==> src/rtl/screen_painter.sv <==
// screen_painter: full-screen raster painter for the opening/win/loss screens.
// Sweeps the WIDTH x HEIGHT frame in raster order, reads each pixel's colour
// from an external synchronous picture ROM and emits one plot per clock.
// Optional feature macro: SCREEN_BORDER_EN (forces a white one-pixel frame border).
module screen_painter #(
    parameter int unsigned WIDTH  = 160,
    parameter int unsigned HEIGHT = 120
) (
    input  logic        clk,
    input  logic        resetn,
    input  logic        enable,
    input  logic [1:0]  screen_select,
    output logic [16:0] rom_address,
    input  logic [2:0]  rom_data,
    output logic [9:0]  x,
    output logic [9:0]  y,
    output logic [2:0]  colour,
    output logic        writeEn,
    output logic        done
);

    localparam int unsigned CW = 10;
    localparam logic [CW-1:0] X_LAST = CW'(WIDTH - 1);
    localparam logic [CW-1:0] Y_LAST = CW'(HEIGHT - 1);

    typedef enum logic [1:0] {
        S_IDLE  = 2'd0,
        S_SWEEP = 2'd1,
        S_FLUSH = 2'd2,
        S_DONE  = 2'd3
    } state_e;

    state_e        state_q;
    logic          arm_q;
    logic          flush_q;
    logic [1:0]    sel_q;
    logic [CW-1:0] cx_q;
    logic [CW-1:0] cy_q;

    // Stage 1: coordinates travelling alongside the ROM read
    logic [CW-1:0] cx1_q;
    logic [CW-1:0] cy1_q;
    logic          valid1_q;

    // Stage 2: plot outputs
    logic [9:0]    x_q;
    logic [9:0]    y_q;
    logic [2:0]    colour_q;
    logic          we_q;
    logic          done_q;

    logic [2:0]    pix_colour;

    // ROM address is a pure concatenation of registered sweep state
    assign rom_address = {sel_q, cy_q[6:0], cx_q[7:0]};

    assign x       = x_q;
    assign y       = y_q;
    assign colour  = colour_q;
    assign writeEn = we_q;
    assign done    = done_q;

`ifdef SCREEN_BORDER_EN
    // Border pixels are painted white regardless of the picture contents
    assign pix_colour = (cx1_q == '0 || cx1_q == X_LAST || cy1_q == '0 || cy1_q == Y_LAST)
                        ? 3'b111 : rom_data;
`else
    assign pix_colour = rom_data;
`endif

    // Control FSM, sweep counters and stage-1 pipeline register
    always_ff @(posedge clk or negedge resetn) begin
        if (!resetn) begin
            state_q  <= S_IDLE;
            arm_q    <= 1'b1;
            flush_q  <= 1'b0;
            sel_q    <= '0;
            cx_q     <= '0;
            cy_q     <= '0;
            cx1_q    <= '0;
            cy1_q    <= '0;
            valid1_q <= 1'b0;
            done_q   <= 1'b0;
        end else begin
            // Stage 1 captures the address presented this cycle; valid only while sweeping
            cx1_q    <= cx_q;
            cy1_q    <= cy_q;
            valid1_q <= 1'b0;
            case (state_q)
                S_IDLE: begin
                    if (enable && arm_q) begin
                        state_q <= S_SWEEP;
                        sel_q   <= screen_select;
                        cx_q    <= '0;
                        cy_q    <= '0;
                    end else if (!enable) begin
                        arm_q <= 1'b1;
                    end
                end
                S_SWEEP: begin
                    if (!enable) begin
                        state_q <= S_IDLE;
                    end else begin
                        valid1_q <= 1'b1;
                        if (cx_q == X_LAST) begin
                            cx_q <= '0;
                            if (cy_q == Y_LAST) begin
                                cy_q    <= '0;
                                flush_q <= 1'b0;
                                state_q <= S_FLUSH;
                            end else begin
                                cy_q <= cy_q + CW'(1);
                            end
                        end else begin
                            cx_q <= cx_q + CW'(1);
                        end
                    end
                end
                S_FLUSH: begin
                    // Two cycles let the last pixel leave stage 2 before done rises
                    if (!enable) begin
                        state_q <= S_IDLE;
                    end else if (flush_q) begin
                        state_q <= S_DONE;
                        done_q  <= 1'b1;
                        arm_q   <= 1'b0;
                    end else begin
                        flush_q <= 1'b1;
                    end
                end
                S_DONE: begin
                    // Low enable observed here also re-arms, so a one-cycle low restarts
                    if (!enable) begin
                        state_q <= S_IDLE;
                        done_q  <= 1'b0;
                        arm_q   <= 1'b1;
                    end
                end
                default: begin
                    state_q <= S_IDLE;
                end
            endcase
        end
    end

    // Stage 2: register the plot coordinates, strobe and ROM colour
    always_ff @(posedge clk or negedge resetn) begin
        if (!resetn) begin
            x_q      <= '0;
            y_q      <= '0;
            colour_q <= '0;
            we_q     <= 1'b0;
        end else begin
            x_q      <= cx1_q;
            y_q      <= cy1_q;
            colour_q <= pix_colour;
            we_q     <= valid1_q;
        end
    end

endmodule

==> config.mk <==
export PLATFORM = sky130hd
export DESIGN_NAME = screen_painter
export DESIGN_NICKNAME = d
export VERILOG_FILES = /design/src/rtl/screen_painter.sv
export SDC_FILE = /design/constraint.sdc
export NUM_CORES = 1
export LEC_CHECK = 0
export ABC_AREA = 1
export CORE_MARGIN = 1
export CORE_UTILIZATION = 38
export CTS_BUF_LIST = sky130_fd_sc_hd__clkbuf_8
export CTS_CLUSTER_DIAMETER = 50
export CTS_CLUSTER_SIZE = 14
export DETAILED_ROUTE_END_ITERATION = 8
export GPL_TIMING_DRIVEN = 0
export HOLD_SLACK_MARGIN = 0.05
export PLACE_DENSITY = 0.64
export SLEW_MARGIN = 30
export SYNTH_ARGS = -nofsm -noshare
export SYNTH_HDL_FRONTEND = slang
export SYNTH_SLANG_ARGS = --single-unit
==> constraint.sdc <==
create_clock -name clk -period 2.4 [get_ports clk]
set_input_delay 0.24 -clock clk [delete_from_list [all_inputs] [get_ports clk]]
set_output_delay 0.24 -clock clk [all_outputs]
set_load 0.02 [all_outputs]
==> results of run 1 <==
power groups by stage:
stage | Combinational [µW] | Clock, µW | Sequential (µW)
after CTS | 934 | 937 | 1490
after global routing | 1020 | 986 | 1510
after detailed placement | 929 | 0 | 1510
after global placement | 917 | 0 | 1500
final | 920 | 903 | 1480
after floorplan | 535 | 0 | 1560
cells by family after synthesis:
family / Yosys count / synth area share (%)
AO/OA/AOI/OAI: 29 / 6.93
XOR/XNOR: 3 / 0.921
adder cells (fa/ha/maj): 2 / 0.877
buffers and inverters: 44 / 8.55
flip-flops: 72 / 63.2
AND/OR/NAND/NOR: 123 / 19.5
what timing repair did:
item	CTS	global route
endpoints found under the hold margin	31	0
gates resized for setup	0	0
setup endpoints to repair	0	0
hold buffers	1	0
setup buffers	0	0
synth_stat cells:
cell type  number  area share, %
o21ai_2        10            3.1
dfstp_2         1           0.92
nand2_1        58            7.6
o21ai_1         3           0.53
o21ai_0         6            1.1
buf_4          16            4.2
o211ai_1        1           0.26
nand3_2         2           0.70
o31ai_1         1           0.26
nor3_1          3           0.53
nand4_1        13            2.9
inv_2           1           0.13
and3_1          1           0.22
buf_6           2           0.79
a21oi_1         4           0.70
o21bai_1        4            1.1
dfrtp_1        71             62
inv_1          23            3.0
nand3b_1        1           0.26
xor2_1          3           0.92
nand2_2         2           0.44
clkinv_2        1           0.18
nand3_1        10            1.8
inv_4           1           0.22
nand2_4         2           0.79
nor2_1         30            3.9
ha_1            2           0.88
nor2_4          1           0.39
cell type report:
cell class	count	area [µm²]
Buffer	18	143
Clock buffer	10	138
Timing Repair Buffer	51	518
Tap cell	99	124
Clock inverter	6	53.8
Fill cell	691	3570
Sequential cell	72	1800
Multi-Input combinational cell	157	806
Inverter	26	101
flip-flops by register name, summed over array words and instances (netlist names), 2 cells and up:
signal   cells
cx_q        10
cx1_q       10
sel_q        2
y           10
state_q      2
colour       3
cy_q        10
x           10
cy1_q       10
cell usage in the layout (no fill, tap or decap), types with 2 or more instances in the layout:
| master | netlist | final |
|---|---|---|
| nor3_1 | 3 | 3 |
| nand2_2 | 2 | 2 |
| clkbuf_8 | 0 | 10 |
| nand2_1 | 58 | 58 |
| a21oi_1 | 4 | 4 |
| clkdlybuf4s50_1 | 0 | 48 |
| dfrtp_1 | 71 | 71 |
| o21ai_2 | 10 | 10 |
| nand3_2 | 2 | 2 |
| buf_6 | 2 | 2 |
| buf_4 | 16 | 17 |
| o21ai_0 | 6 | 6 |
| nor2_1 | 30 | 30 |
| xor2_1 | 3 | 3 |
| nand3_1 | 10 | 10 |
| inv_1 | 23 | 27 |
| o21bai_1 | 4 | 4 |
| nand2_4 | 2 | 2 |
| o21ai_1 | 3 | 3 |
| nand4_1 | 13 | 13 |
| ha_1 | 2 | 2 |
critical path, delay by kind of cell (launching register included):
kind / cells / cell delay (ns)
buffers and inverters: 2 / 0.75
DFF: 1 / 0.50
metal layers:
metal | vias up | track usage [%] | share of wire (%)
li1 | 994 | - | -
met1 | 938 | 18.0 | 45
met2 | 58 | 22.2 | 48
met3 | 9 | 3.08 | 5.3
met4 | 0 | 8.80 | 2.3
met5 | - | 0 | 0
through the flow:
| stage | setup TNS, ns | area [µm²] | setup slack (ns) | total power, µW |
|---|---|---|---|---|
| 2_1_floorplan | 0 | 2850 | 0.915 | 2090 |
| 3_3_place_gp | -91.09 | 3470 | -1.28 | 2420 |
| 3_5_place_dp | 0 | 3480 | 0.730 | 2440 |
| 4_1_cts | 0 | 3690 | 0.549 | 3360 |
| 5_1_grt | 0 | 3690 | 0.501 | 3510 |
| 6_report | 0 | 3690 | 0.574 | 3310 |
final timing paths:
kind,start,endpoint,cells past startpoint
hold reg to reg,cy1_q[4],y[4],0
min in group asynchronous,resetn,colour[0],2
hold / removal,rom_data[0],colour[0],1
setup / recovery,cy_q[0],rom_address[8],2
max in group asynchronous,resetn,cx_q[2],3
setup reg to reg,cy_q[0],state_q[0],10
==> metrics.txt, run 1 <==
skew final=0.00660 ns; post-detailed-route count of antenna-violating nets=0; drt total wl=4.81 mm; Clk pin slew, worst setup/hold paths=0.07 ns; Worst Path Required=2.16 ns; CTS sink cnt=72; crit path time final=1.83 ns; Via density=4.55; DRT Pass-1 Iters=4; relative max-transition margin=71.6%; area grow syn2layout=29.2%; final setup vio count=0; Seq cells post-synth=72; power per cell area=897 mW/mm²; antenna cells=0; switching pwr=1070 µW; Initial Util=39.3%; die height=88.6 µm; R2R Setup Slk=0.72 ns; H-Tree Depth=3; element type at the critical path start=register; placer congestion estimate=0.859; Logic pwr share=27.8%; Skew-Pair Late Insertion Delay=0.33 ns; maxcap violations=0; dpl cells=422; initial antenna violation count=0; Largest stage delay, worst path=0.59 ns; fin cells=439; static leakage=0.00178 µW; GR Util All Layers=14.2%; half-perimeter wire length after placement=3.40 mm; Yosys cell types=28; Worst VDD drop=0.304 mV; Worst Hold Class=input port to register; Synth Instances=273; die width=88.6 µm; WL per Instance=10.9 µm; status=completed; Sw Share=32.2%; clock tree buffer depth=2; routed via count=1999; fin. max-slew vios=0; Mapped Area=0.00285 mm²; share of layout cells above drive strength 1=15.6%; clock share of power=27.3%; Crit Path Category=register to primary output; pin count of the biggest net entering global routing=41; Fin. Hold Viols=0; row count=31; worst-path cell chain=buf_4, clkdlybuf4s50_1; final period utilization=76.1%; CTS root buf=clkbuf_8; Post-route DRC=0; Worst EP arrival=1.59 ns; register area share after synthesis=63.2%; Die ar.=0.00786 mm²; vias in the first global route=1890; CTS tree=done; hold slack final=0.342 ns; internal power=2240 µW; I/O pin cnt=50; RSZ-0062 raised after global routing=no; CP max-delay cell=clkdlybuf4s50_1; syn avg cell area=10.4 µm²; total gr overflow=0; area of the core=0.00725 mm²; first-pass GRT wire length=8.41 mm; Critical Path End Type=primary output; post-synth net total=283; Sequential Power Share=44.9%; IO Port Bufs=49; 1st-iter DRT viols=118; Nets=345; Max Fclk=0.548 GHz; YS warnings=0; worst-margin pin slew=0.426 ns; final core occ=50.8%; Num CTS Buffers=9; critical path fanouts, max=8
Note: power is estimated with default switching activity, not from simulation.
==> run 2: changes to the inputs <==
==> constraint.sdc (replaced) <==
create_clock -name clk -period 1.8 [get_ports clk]
set_input_delay 0.18 -clock clk [delete_from_list [all_inputs] [get_ports clk]]
set_output_delay 0.18 -clock clk [all_outputs]
set_load 0.02 [all_outputs]
==> metrics.txt, run 2 (synthesis gave the netlist of run 1 again) <==
CTS tree=done; final setup vio count=0; IO Port Bufs=49; Skew-Pair Late Insertion Delay=0.33 ns; Post-Layout Inst Area=0.00370 mm²; post-CTS setup buffer count=0; element type at the critical path start=register; skew final=0.00578 ns; Seq. cell area=0.00181 mm²; fin cells=439; critical path fanouts, max=8; hold_sp=rom_data[0]; reg2reg start=cy_q[0]; Die ar.=0.00786 mm²; fillers=689; cells on worst reg2reg path=10; RSZ-0062 raised after global routing=no; I/O pin cnt=50; clock tree buffer depth=2; Buf+Inv Stages, Crit Path=2; Worst Hold Endpoint=colour[0]; Initial Util=39.3%; Worst VDD drop=0.406 mV; Max Fclk=0.580 GHz; crit path time final=1.73 ns; total gr overflow=0; WL per Instance=11.0 µm; die width=88.6 µm; maxcap violations=0; row count=31; Crit Path Category=register to primary output; worst-margin pin slew=0.424 ns; power per cell area=1200 mW/mm²; most common cell after layout, fill and taps aside=dfrtp_1; Largest stage delay, worst path=0.59 ns; DRT Pass-1 Iters=4; status=completed; routed via count=1993; Post-route DRC=0; commonest non-fill, non-tap cells in the layout=dfrtp_1, nand2_1, clkdlybuf4s50_1; share of layout cells above drive strength 1=17.4%; half-perimeter wire length after placement=3.40 mm; die height=88.6 µm; area grow syn2layout=29.6%; antenna cells=0; R2R Setup Slk=0.21 ns; H-Tree Depth=3; relative max-transition margin=71.7%; Clk pin slew, worst setup/hold paths=0.07 ns; post-place setup slack=0.130 ns; reg2reg end=state_q[0]; Worst Hold Class=input port to register; Multi-input gate area=810 µm²; Via density=4.54; pin count of the biggest net entering global routing=41; static leakage=0.00177 µW; Critical Path End Type=primary output; worst-path cell chain=buf_4, clkdlybuf4s50_1; Power Total=4420 µW; post-detailed-route count of antenna-violating nets=0; Nets=345; CP max-delay cell=clkdlybuf4s50_1; initial antenna violation count=0; vias in the first global route=1890; placer congestion estimate=0.859; Worst EP arrival=1.55 ns; GR Util All Layers=14.2%; Worst Path Required=1.62 ns; 1st-iter DRT viols=119; post-route setup slack=0.0745 ns; Fin. Hold Viols=0; Num CTS Buffers=9; drt total wl=4.82 mm; fin. max-slew vios=0; CTS sink cnt=72; area of the core=0.00725 mm²; critical path's top delay family=buffers and inverters; first-pass GRT wire length=8.41 mm; CTS root buf=clkbuf_8; final period utilization=95.9%; Cell Area, Placed=0.00348 mm²; dpl cells=422; Worst Hold Path Cells=1
run 2: cell counts in the layout (fill, tap and decap cells not counted):
No cell type changed its count.
run 2: how the worst max path moves through the flow:
stage | start | endpoint | slack (ns) | cells after the start
after floorplan | cx_q[0] | cy_q[0] | 0.32 | 9
after global placement | resetn | sel_q[0] | -1.82 | 1
after detailed placement | cy_q[0] | state_q[0] | 0.13 | 10
after CTS | cy_q[0] | rom_address[8] | 0.009 | 2
after global routing | cy_q[4] | rom_address[12] | 0.004 | 2
final | cy_q[6] | rom_address[14] | 0.07 | 2
run 2: report_power, final:
part	switching [µW]	internal [µW]	leakage, µW
logic	733	501	0.000693
clock network	544	661	0.000111
registers	147	1830	0.000967
total	1420	2990	0.00177
run 2: timing repair:
action,CTS,global route
endpoints found under the hold margin,31,0
hold buffers,1,0
setup endpoints to repair,0,10
resized for setup,0,6
run 2: per-layer routing:
layer / vias to the layer above / wire length (µm) / track usage (%)
met5: - / 0 / 0
met4: 0 / 111 / 8.80
met3: 9 / 237 / 3.08
met2: 55 / 2280 / 22.2
met1: 930 / 2190 / 18.0
li1: 999 / - / -
run 2: area by class of cell:
type                       instances  share of cell area [%]
sequential                        72                    49.0
multi-input combinational        157                    21.9
timing repair buffer              51                    14.0
buffer                            18                    3.86
clock buffer                      10                    3.72
tap                               99                    3.35
inverter                          26                    2.74
clock inverter                     6                    1.46
run 2: stage by stage:
step                      hold WS, ns  setup TNS [ns]  utilization (%)
after global routing            0.285               0             51.0
after detailed placement        0.153               0             48.0
after CTS                       0.267               0             50.8
after floorplan                -0.116               0                -
final                           0.281               0             51.0
after global placement          0.332         -129.97             47.8
